`src/rtl/instr_encoder.sv`:
```
// RV32I instruction encoder (ADD/AND/ADDI/LW/SW/BEQ) with word-address tagging; optional macro IMM_RANGE_CHECK_EN.
// Latency: 1 cycle from request accept to registered output word.
// Backpressure: single output register; in_ready drops while a held word is stalled or restart is asserted.
module instr_encoder #(
  parameter int                ADDR_W    = 9,
  parameter logic [ADDR_W-1:0] BASE_ADDR = '0
) (
  input  logic              clk,
  input  logic              reset,
  input  logic              restart,
  input  logic              in_valid,
  output logic              in_ready,
  input  logic [2:0]        in_op,
  input  logic [4:0]        in_rd,
  input  logic [4:0]        in_rs1,
  input  logic [4:0]        in_rs2,
  input  logic [12:0]       in_imm,
  output logic              out_valid,
  input  logic              out_ready,
  output logic [31:0]       out_instr,
  output logic [ADDR_W-1:0] out_addr,
  output logic              out_err,
  output logic [7:0]        err_count
);

  localparam logic [2:0] OP_ADD  = 3'd0;
  localparam logic [2:0] OP_AND  = 3'd1;
  localparam logic [2:0] OP_ADDI = 3'd2;
  localparam logic [2:0] OP_LW   = 3'd3;
  localparam logic [2:0] OP_SW   = 3'd4;
  localparam logic [2:0] OP_BEQ  = 3'd5;

  localparam logic [6:0] OPC_R      = 7'b0110011;
  localparam logic [6:0] OPC_OPIMM  = 7'b0010011;
  localparam logic [6:0] OPC_LOAD   = 7'b0000011;
  localparam logic [6:0] OPC_STORE  = 7'b0100011;
  localparam logic [6:0] OPC_BRANCH = 7'b1100011;

  localparam logic [31:0] NOP = 32'h0000_0013;

  logic [31:0] enc_instr;
  logic        enc_err;
  logic        accept;
  logic        xfer;

`ifdef IMM_RANGE_CHECK_EN
  // 12-bit signed fit: bit 12 must merely sign-extend bit 11.
  logic imm12_ok;
  // Branch offsets must be even; the 13-bit range already caps at 4095, which is odd.
  logic immb_ok;
  assign imm12_ok = (in_imm[12] == in_imm[11]);
  assign immb_ok  = ~in_imm[0];
`endif

  // restart blocks acceptance outright; otherwise accept when the output slot is free or draining.
  assign in_ready = !restart && (!out_valid || out_ready);
  assign accept   = in_valid && in_ready;
  assign xfer     = out_valid && out_ready && !restart;

  // Field packing per instruction format; illegal opcodes (and bad immediates when checked) become NOP.
  always_comb begin
    enc_instr = NOP;
    enc_err   = 1'b0;
    case (in_op)
      OP_ADD:  enc_instr = {7'b0000000, in_rs2, in_rs1, 3'b000, in_rd, OPC_R};
      OP_AND:  enc_instr = {7'b0000000, in_rs2, in_rs1, 3'b111, in_rd, OPC_R};
      OP_ADDI: enc_instr = {in_imm[11:0], in_rs1, 3'b000, in_rd, OPC_OPIMM};
      OP_LW:   enc_instr = {in_imm[11:0], in_rs1, 3'b010, in_rd, OPC_LOAD};
      OP_SW:   enc_instr = {in_imm[11:5], in_rs2, in_rs1, 3'b010, in_imm[4:0], OPC_STORE};
      OP_BEQ:  enc_instr = {in_imm[12], in_imm[10:5], in_rs2, in_rs1, 3'b000,
                            in_imm[4:1], in_imm[11], OPC_BRANCH};
      default: begin
        enc_instr = NOP;
        enc_err   = 1'b1;
      end
    endcase
`ifdef IMM_RANGE_CHECK_EN
    if (((in_op == OP_ADDI) || (in_op == OP_LW) || (in_op == OP_SW)) && !imm12_ok) begin
      enc_instr = NOP;
      enc_err   = 1'b1;
    end
    if ((in_op == OP_BEQ) && !immb_ok) begin
      enc_instr = NOP;
      enc_err   = 1'b1;
    end
`endif
  end

  // Output register and address counter; restart flushes and rewinds ahead of any handshake.
  always_ff @(posedge clk or posedge reset) begin
    if (reset) begin
      out_valid <= 1'b0;
      out_instr <= '0;
      out_err   <= 1'b0;
      out_addr  <= BASE_ADDR;
    end else if (restart) begin
      out_valid <= 1'b0;
      out_addr  <= BASE_ADDR;
    end else begin
      if (xfer) begin
        out_addr <= out_addr + ADDR_W'(1);
      end
      if (accept) begin
        out_valid <= 1'b1;
        out_instr <= enc_instr;
        out_err   <= enc_err;
      end else if (xfer) begin
        out_valid <= 1'b0;
      end
    end
  end

  // Saturating count of error words actually handed to the consumer; survives restart.
  always_ff @(posedge clk or posedge reset) begin
    if (reset) begin
      err_count <= '0;
    end else if (xfer && out_err && (err_count != 8'hFF)) begin
      err_count <= err_count + 8'd1;
    end
  end

endmodule

```
`config.mk`:
```
export PLATFORM = sky130hd
export DESIGN_NAME = instr_encoder
export DESIGN_NICKNAME = d
export VERILOG_FILES = /design/src/rtl/instr_encoder.sv
export SDC_FILE = /design/constraint.sdc
export NUM_CORES = 1
export LEC_CHECK = 0
export ABC_CLOCK_PERIOD_IN_PS = 1700
export BUFFER_PORTS_ARGS = -buffer_cell sky130_fd_sc_hd__buf_4
export CORE_UTILIZATION = 41
export CTS_CLUSTER_DIAMETER = 150
export DETAILED_ROUTE_END_ITERATION = 10
export PLACE_DENSITY = 0.74
export REMOVE_ABC_BUFFERS = 1
export SETUP_SLACK_MARGIN = 0.5
export SLEW_MARGIN = 20
export SYNTH_ARGS = -nofsm -noshare
export SYNTH_HDL_FRONTEND = slang
export SYNTH_SLANG_ARGS = --single-unit
```
`constraint.sdc`:
```
create_clock -name clk -period 1.7 [get_ports clk]
set_input_delay 0.085 -clock clk [delete_from_list [all_inputs] [get_ports clk]]
set_output_delay 0.085 -clock clk [all_outputs]
set_load 0.01 [all_outputs]
```
==> results of run 1 <==
registers in the layout, indices dropped and copies added (netlist names):
signal     cells
out_addr       9
out_instr     28
out_valid      1
err_count      8
out_err        1
routing by layer:
metal	vias to the layer above	GRT usage [%]	part of all wire, %
met2	74	33.9	50
li1	998	-	-
met3	10	5.95	5.7
met1	987	27.8	42
met5	-	0	0
met4	0	7.20	1.4
through the flow:
step | util, % | setup TNS [ns] | power (W) | hold WS [ns] | area [µm²]
global placement | 56.8 | 0 | 0.00196 | 0.133 | 2920
global route | 69.1 | 0 | 0.00308 | 0.0200 | 3550
finish | 69.1 | 0 | 0.00292 | 0.0146 | 3550
CTS | 65.8 | 0 | 0.00286 | 0.00143 | 3380
detailed placement | 56.8 | 0 | 0.00197 | 0.133 | 2920
floorplan | - | -8.99 | 0.00161 | 0.148 | 2140
final cells by class:
class / count / share of cell area (%)
repair buffers: 124 / 30.6
clock buffers: 8 / 2.82
multi-input cells: 150 / 29.1
flip-flops and latches: 47 / 33.2
inverters: 18 / 1.90
well taps: 70 / 2.47
cells in the final DEF, fill, tap and decap left out, types with 4 or more instances in the layout:
| cell type | n |
|---|---|
| mux2_4 | 5 |
| inv_1 | 17 |
| dlygate4sd3_1 | 5 |
| a21oi_1 | 20 |
| xnor2_1 | 7 |
| nand2_1 | 8 |
| nor2_1 | 22 |
| buf_4 | 105 |
| o21ai_1 | 7 |
| nand3_1 | 17 |
| nor2b_1 | 12 |
| o21ai_0 | 6 |
| dfrtp_1 | 46 |
| nand4_1 | 4 |
| buf_6 | 6 |
| clkbuf_8 | 7 |
report_power, final:
group          leakage [nW]  switching (W)  total (W)  internal (W)
sequential            0.594      0.0000979    0.00134       0.00125
combinational          1.05       0.000360   0.000838      0.000477
clock                0.0515       0.000369   0.000741      0.000372
total                  1.70       0.000827    0.00292       0.00210
path summary, 6_finish.rpt:
| kind | start | to | slack [ns] | cells after the start |
|---|---|---|---|---|
| max reg2reg | out_valid$_DFFE_PP0P_ | out_instr[14]$_DFFE_PP0P_ | 0.30 | 5 |
| max | out_valid$_DFFE_PP0P_ | out_instr[14]$_DFFE_PP0P_ | 0.30 | 5 |
| min in group asynchronous | reset | out_addr[8]$_DFFE_PP0P_ | 0.35 | 3 |
| max in group asynchronous | reset | out_instr[30]$_DFFE_PP0P_ | 0.85 | 4 |
| min | in_valid | out_valid$_DFFE_PP0P_ | 0.01 | 3 |
| min reg2reg | out_instr[8]$_DFFE_PP0P_ | out_instr[8]$_DFFE_PP0P_ | 0.51 | 1 |
cells in the mapped netlist (4+ instances only):
cell and n:
dfrtp_1 47, nor2_1 25, a21oi_1 21, nand3_1 20, inv_1 18, nor2b_1 13, o21ai_0 13, nand2_1 9
xnor2_1 9, clkbuf_1 6, mux2_2 6, buf_2 4, buf_4 4, nand4_1 4
timing repair:
action / in CTS / in global routing
endpoints found under the hold margin: 24 / 0
endpoints found under the setup margin: 40 / 43
pin swaps: 12 / 7
setup buffers: 22 / 3
gates cloned: 2 / 3
resized for setup: 22 / 26
hold buffers: 5 / 0
worst min-delay path: stages:
cell and delay, ns:
buf_4 0.09, nor2_1 0.04, nor2_1 0.07
cells by family after synthesis:
| family | Yosys count | synth area share (%) |
|---|---|---|
| xor+xnor | 10 | 3.97 |
| fa+ha+maj | 2 | 1.13 |
| buf+inv | 32 | 6.35 |
| simple gates | 86 | 20.4 |
| mux | 9 | 4.65 |
| other cells | 1 | 0.170 |
| compound gates | 41 | 10.0 |
| flops | 47 | 53.3 |
==> flow_summary_export.csv, run 1 <==
group,metric,value,unit
worst_setup_path,critPathKind,"reg2reg",
yosys,synth_area,0.00221,mm²
pwr,power_per_cell_area,823,mW/mm²
floorplanning,initial_utilization,42.9,%
worst_setup_path,cpMaxStageDelayCell,"dfrtp_1",
clocking,cts_tree,"yes",
final_layout,fin_cells,417,
yosys,synth-edff-count,0,
place,post-dp-hpwl,3.44,mm
final_layout,drive_gt1_share,45.2,%
clocking,cts-root-buf,"clkbuf_8",
hold_path,hold_class,"in2reg",
timing,hold_viol_final,0,
global_route,grt_max_degree,28,
final_layout,syn2layout_area_growth,61.0,%
place,io_buffer_count,85,
routing,vias_per_cell,4.96,
timing,setup_viol_count_final,0,
timing,grt_setup_unrepaired,"yes",
job,cap_violations,0,
yosys,yosys.cell_types.count,34,
yosys,seq_area_frac_synth,53.3,%
yosys,avgSynthCellArea,9.67,µm²
floorplanning,die-height,75.4,µm
yosys,syn_inst,228,
pwr,p_leak,1.70,nW
timing,clock_skew,0.00620,ns
routing,ant_nets,0,
place,gp_congestion,0.837,
place,post-place-ws,0.159,ns
yosys,yosysWarnings,0,
timing,finalCritPeriodShare,82.2,%
global_route,overflow,0,
routing,drc,0,
timing,period_minus_slack,1.40,ns
yosys,synth_seq_cells,47,
floorplanning,dieArea,0.00568,mm²
worst_setup_path,cp_slowest_stage_delay,0.40,ns
timing,drv_slew,0,
yosys,synth_top_area_cell,"dfrtp_1",
routing,drt-total-wl,5.99,mm
clocking,clk_latency,0.30,ns
clocking,clockBufferDepth,2,
routing,vias,2069,
timing,final.setup.worst_slack,0.302,ns
routing,drt_iter0_drc,91,
worst_setup_path,crit_buf_inv,2,
yosys,synth.area.top_cells,"dfrtp_1, a21oi_1, nand3_1",
clocking,h-tree-depth,2,
clocking,cts.sinks,47,
worst_setup_path,crit_chain,"nor2b_4 -> nor3b_4 -> buf_6 -> buf_12 -> mux2_4",
yosys,synthArstFlopShare,100,%
yosys,ys.flop_type,"dfrtp_1",
final_layout,num-fill-cells,427,
outcome,status,"finished clean",
global_route,track_usage,21.2,%
final_layout,layout.nets,384,
final_layout,register_area,0.00118,mm²
pwr,vdd_ir_drop_max,0.000453,V
worst_setup_path,cp_max_fo,8,
worst_setup_path,path_delay_family,"flip-flops",
routing,wire_per_inst,14.4,µm
clocking,cts_made_buffers,5,
global_route,grt_pass1_vias,1896,
place,dpl.cell_count,374,
global_route,grt_pass1_wl,8.96,mm
yosys,synth_top_cell_area_share,53.3,%
final_layout,num_antenna_cells,0,
routing,firstDrtPassIters,4,
worst_setup_path,cp.arrival,1.58,ns
timing,max_freq,715,MHz
worst_setup_path,end_kind,"flip-flop",
global_route,antenna_found_initial,0,
final_layout,multi_input_area,0.00103,mm²
floorplanning,core_area,0.00514,mm²
floorplanning,io_pins,88,
floorplanning,rows,26,
clocking,clk_pin_slew,0.09,ns
worst_setup_path,cp.required,1.89,ns
floorplanning,die_w,75.4,µm
worst_setup_path,startpoint_type,"flip-flop",
Note: power is estimated with default switching activity, not from simulation.
==> run 2, diff against run 1 <==
--- a/config.mk
+++ b/config.mk
@@ -5,7 +5,7 @@
 export SDC_FILE = /design/constraint.sdc
 export NUM_CORES = 1
 export LEC_CHECK = 0
-export ABC_CLOCK_PERIOD_IN_PS = 1700
+export ABC_CLOCK_PERIOD_IN_PS = 1300
 export BUFFER_PORTS_ARGS = -buffer_cell sky130_fd_sc_hd__buf_4
 export CORE_UTILIZATION = 41
 export CTS_CLUSTER_DIAMETER = 150
==> constraint.sdc (replaced) <==
create_clock -name clk -period 1.3 [get_ports clk]
set_input_delay 0.065 -clock clk [delete_from_list [all_inputs] [get_ports clk]]
set_output_delay 0.065 -clock clk [all_outputs]
set_load 0.01 [all_outputs]
==> flow_summary_export.csv, run 2 (same netlist as run 1, synthesis figures left out) <==
group,metric,value,unit
floorplanning,dieArea,0.00568,mm²
global_route,track_usage,21.6,%
pwr,seqPwrFrac,43.7,%
final_layout,largest_register_ff_count,28,
floorplanning,core_area,0.00514,mm²
worst_setup_path,crit_chain,"nor2b_4 -> nor3b_4 -> buf_12 -> mux2_4",
hold_path,whs_endpoint,"out_instr[27]$_DFFE_PP0P_",
worst_setup_path,cp.required,1.49,ns
floorplanning,die_w,75.4,µm
routing,vias,2221,
routing,firstDrtPassIters,5,
place,dpl.cell_count,401,
worst_setup_path,r2r_cells,4,
floorplanning,initial_utilization,42.9,%
hold_path,holdPathStages,3,
worst_setup_path,critPathKind,"reg2reg",
outcome,violations,"setup timing",
timing,drv_slew,0,
final_layout,mostFrequentLayoutCells,"buf_6, buf_4, dfrtp_1, nor2_1, a21oi_1",
routing,vias_per_cell,4.94,
global_route,grt_pass1_wl,9.16,mm
routing,drc,0,
worst_setup_path,cp.arrival,1.58,ns
final_layout,regMostFlops,"out_instr",
clocking,h-tree-depth,2,
timing,period_minus_slack,1.39,ns
place,io_buffer_count,85,
worst_setup_path,cp_slowest_stage_delay,0.40,ns
final_layout,syn2layout_area_growth,88.7,%
pwr,power_per_cell_area,971,mW/mm²
final_layout,num_antenna_cells,0,
clocking,cts.sinks,47,
global_route,antenna_found_initial,0,
worst_setup_path,r2r-start,"out_valid$_DFFE_PP0P_",
hold_path,min-delay-start,"in_imm[7]",
worst_setup_path,path_delay_family,"flip-flops",
timing,hold_viol_final,0,
timing,finalCritPeriodShare,107,%
clocking,clockBufferDepth,2,
worst_setup_path,cp_max_fo,9,
timing,grt_setup_unrepaired,"yes",
clocking,clk_pin_slew,0.09,ns
final_layout,drive_gt1_share,51.6,%
hold_path,hold_class,"in2reg",
clocking,cts-root-buf,"clkbuf_8",
place,post-dp-hpwl,3.67,mm
pwr,vdd_ir_drop_max,0.000580,V
floorplanning,rows,26,
final_layout,top_regs,"out_instr: 28 flops, out_addr: 9 flops, err_count: 8 flops",
timing,setup_viol_count_final,37,
timing,holdWs,0.0131,ns
pwr,combPwrFrac,32.2,%
pwr,p_leak,1.94,nW
worst_setup_path,cpMaxStageDelayCell,"dfrtp_1",
pwr,internal_power,0.00290,W
timing,max_freq,719,MHz
routing,wire_per_inst,15.1,µm
timing,final.setup.worst_slack,-0.0917,ns
routing,ant_nets,0,
worst_setup_path,startpoint_type,"flip-flop",
outcome,status,"finished, violations left",
floorplanning,die-height,75.4,µm
pwr,switching_share,28.3,%
worst_setup_path,crit_buf_inv,1,
worst_setup_path,end_kind,"flip-flop",
global_route,overflow,0,
global_route,grt_max_degree,48,
final_layout,final_common_cell,"buf_6",
routing,drt_iter0_drc,72,
pwr,p_switching,0.00114,W
worst_setup_path,r2r_setup_slack,-0.09,ns
pwr,p_clk_share,24.1,%
global_route,grt_pass1_vias,2034,
clocking,cts_tree,"yes",
place,gp_congestion,0.761,
job,cap_violations,0,
worst_setup_path,timing.rr.end,"out_instr[14]$_DFFE_PP0P_",
final_layout,fin_cells,450,
clocking,cts_made_buffers,5,
clocking,clk_latency,0.30,ns
final_layout,layout.nets,417,
timing,clock_skew,0.0109,ns
floorplanning,io_pins,88,
routing,drt-total-wl,6.81,mm
==> run 2: final cells by class <==
cell class	instances	area, µm²
Timing Repair Buffer	157	1610
Sequential cell	47	1180
Multi-Input combinational cell	150	1110
Fill cell	337	977
Clock buffer	7	96.3
Tap cell	70	87.6
Inverter	18	67.6
Clock inverter	1	7.51
==> run 2: timing repair <==
action | in CTS | in global routing
endpoints found under the setup margin | 97 | 97
pin swaps | 20 | 23
setup buffers | 11 | 15
hold endpoints to repair | 56 | 1
gates cloned | 1 | 3
hold buffers | 10 | 1
resized for setup | 93 | 41
==> run 2: worst max path at each step <==
stage / startpoint / endpoint / slack, ns / depth (start not counted)
final: out_valid$_DFFE_PP0P_ / out_instr[14]$_DFFE_PP0P_ / -0.09 / 4
after global routing: out_valid$_DFFE_PP0P_ / out_instr[28]$_DFFE_PP0P_ / -0.19 / 6
after CTS: out_valid$_DFFE_PP0P_ / out_instr[4]$_DFFE_PP0P_ / -0.08 / 4
after detailed placement: out_valid$_DFFE_PP0P_ / out_instr[7]$_DFFE_PP0P_ / -0.11 / 6
after global placement: out_valid$_DFFE_PP0P_ / out_instr[4]$_DFFE_PP0P_ / -0.04 / 4
after floorplan: out_valid$_DFFE_PP0P_ / out_instr[8]$_DFFE_PP0P_ / -0.93 / 4
==> run 2: metrics by stage <==
step	total power, W	cell area, µm²	setup TNS, ns	util (%)	setup WS (ns)
6_report	0.00404	4160	-1.42	81.0	-0.0917
4_1_cts	0.00393	3800	-1.26	74.0	-0.0752
3_5_place_dp	0.00268	3120	-1.67	60.7	-0.114
3_3_place_gp	0.00267	3120	-0.373	60.7	-0.0426
5_1_grt	0.00424	4160	-4.23	81.0	-0.187
2_1_floorplan	0.00211	2140	-20.93	-	-0.934
==> run 2: worst min-delay path, stage by stage <==
cell and delay (ns):
buf_4 0.08, nand3_1 0.05, o21ai_1 0.08
==> run 2: metal layers <==
metal  vias up  track usage [%]  routed length (µm)
met2        77             37.5                3660
met1      1070             27.0                2710
met5         -                0                   0
li1       1062                -                   -
met4         0             5.97                 109
met3        12             5.42                 328
==> run 2: power groups by stage <==
stage	registers, W	logic (W)	clock network, W
after floorplan	0.00185	0.000264	0
after global placement	0.00176	0.000911	0
after detailed placement	0.00175	0.000931	0
after CTS	0.00176	0.00118	0.000984
after global routing	0.00179	0.00140	0.00105
final	0.00177	0.00130	0.000973
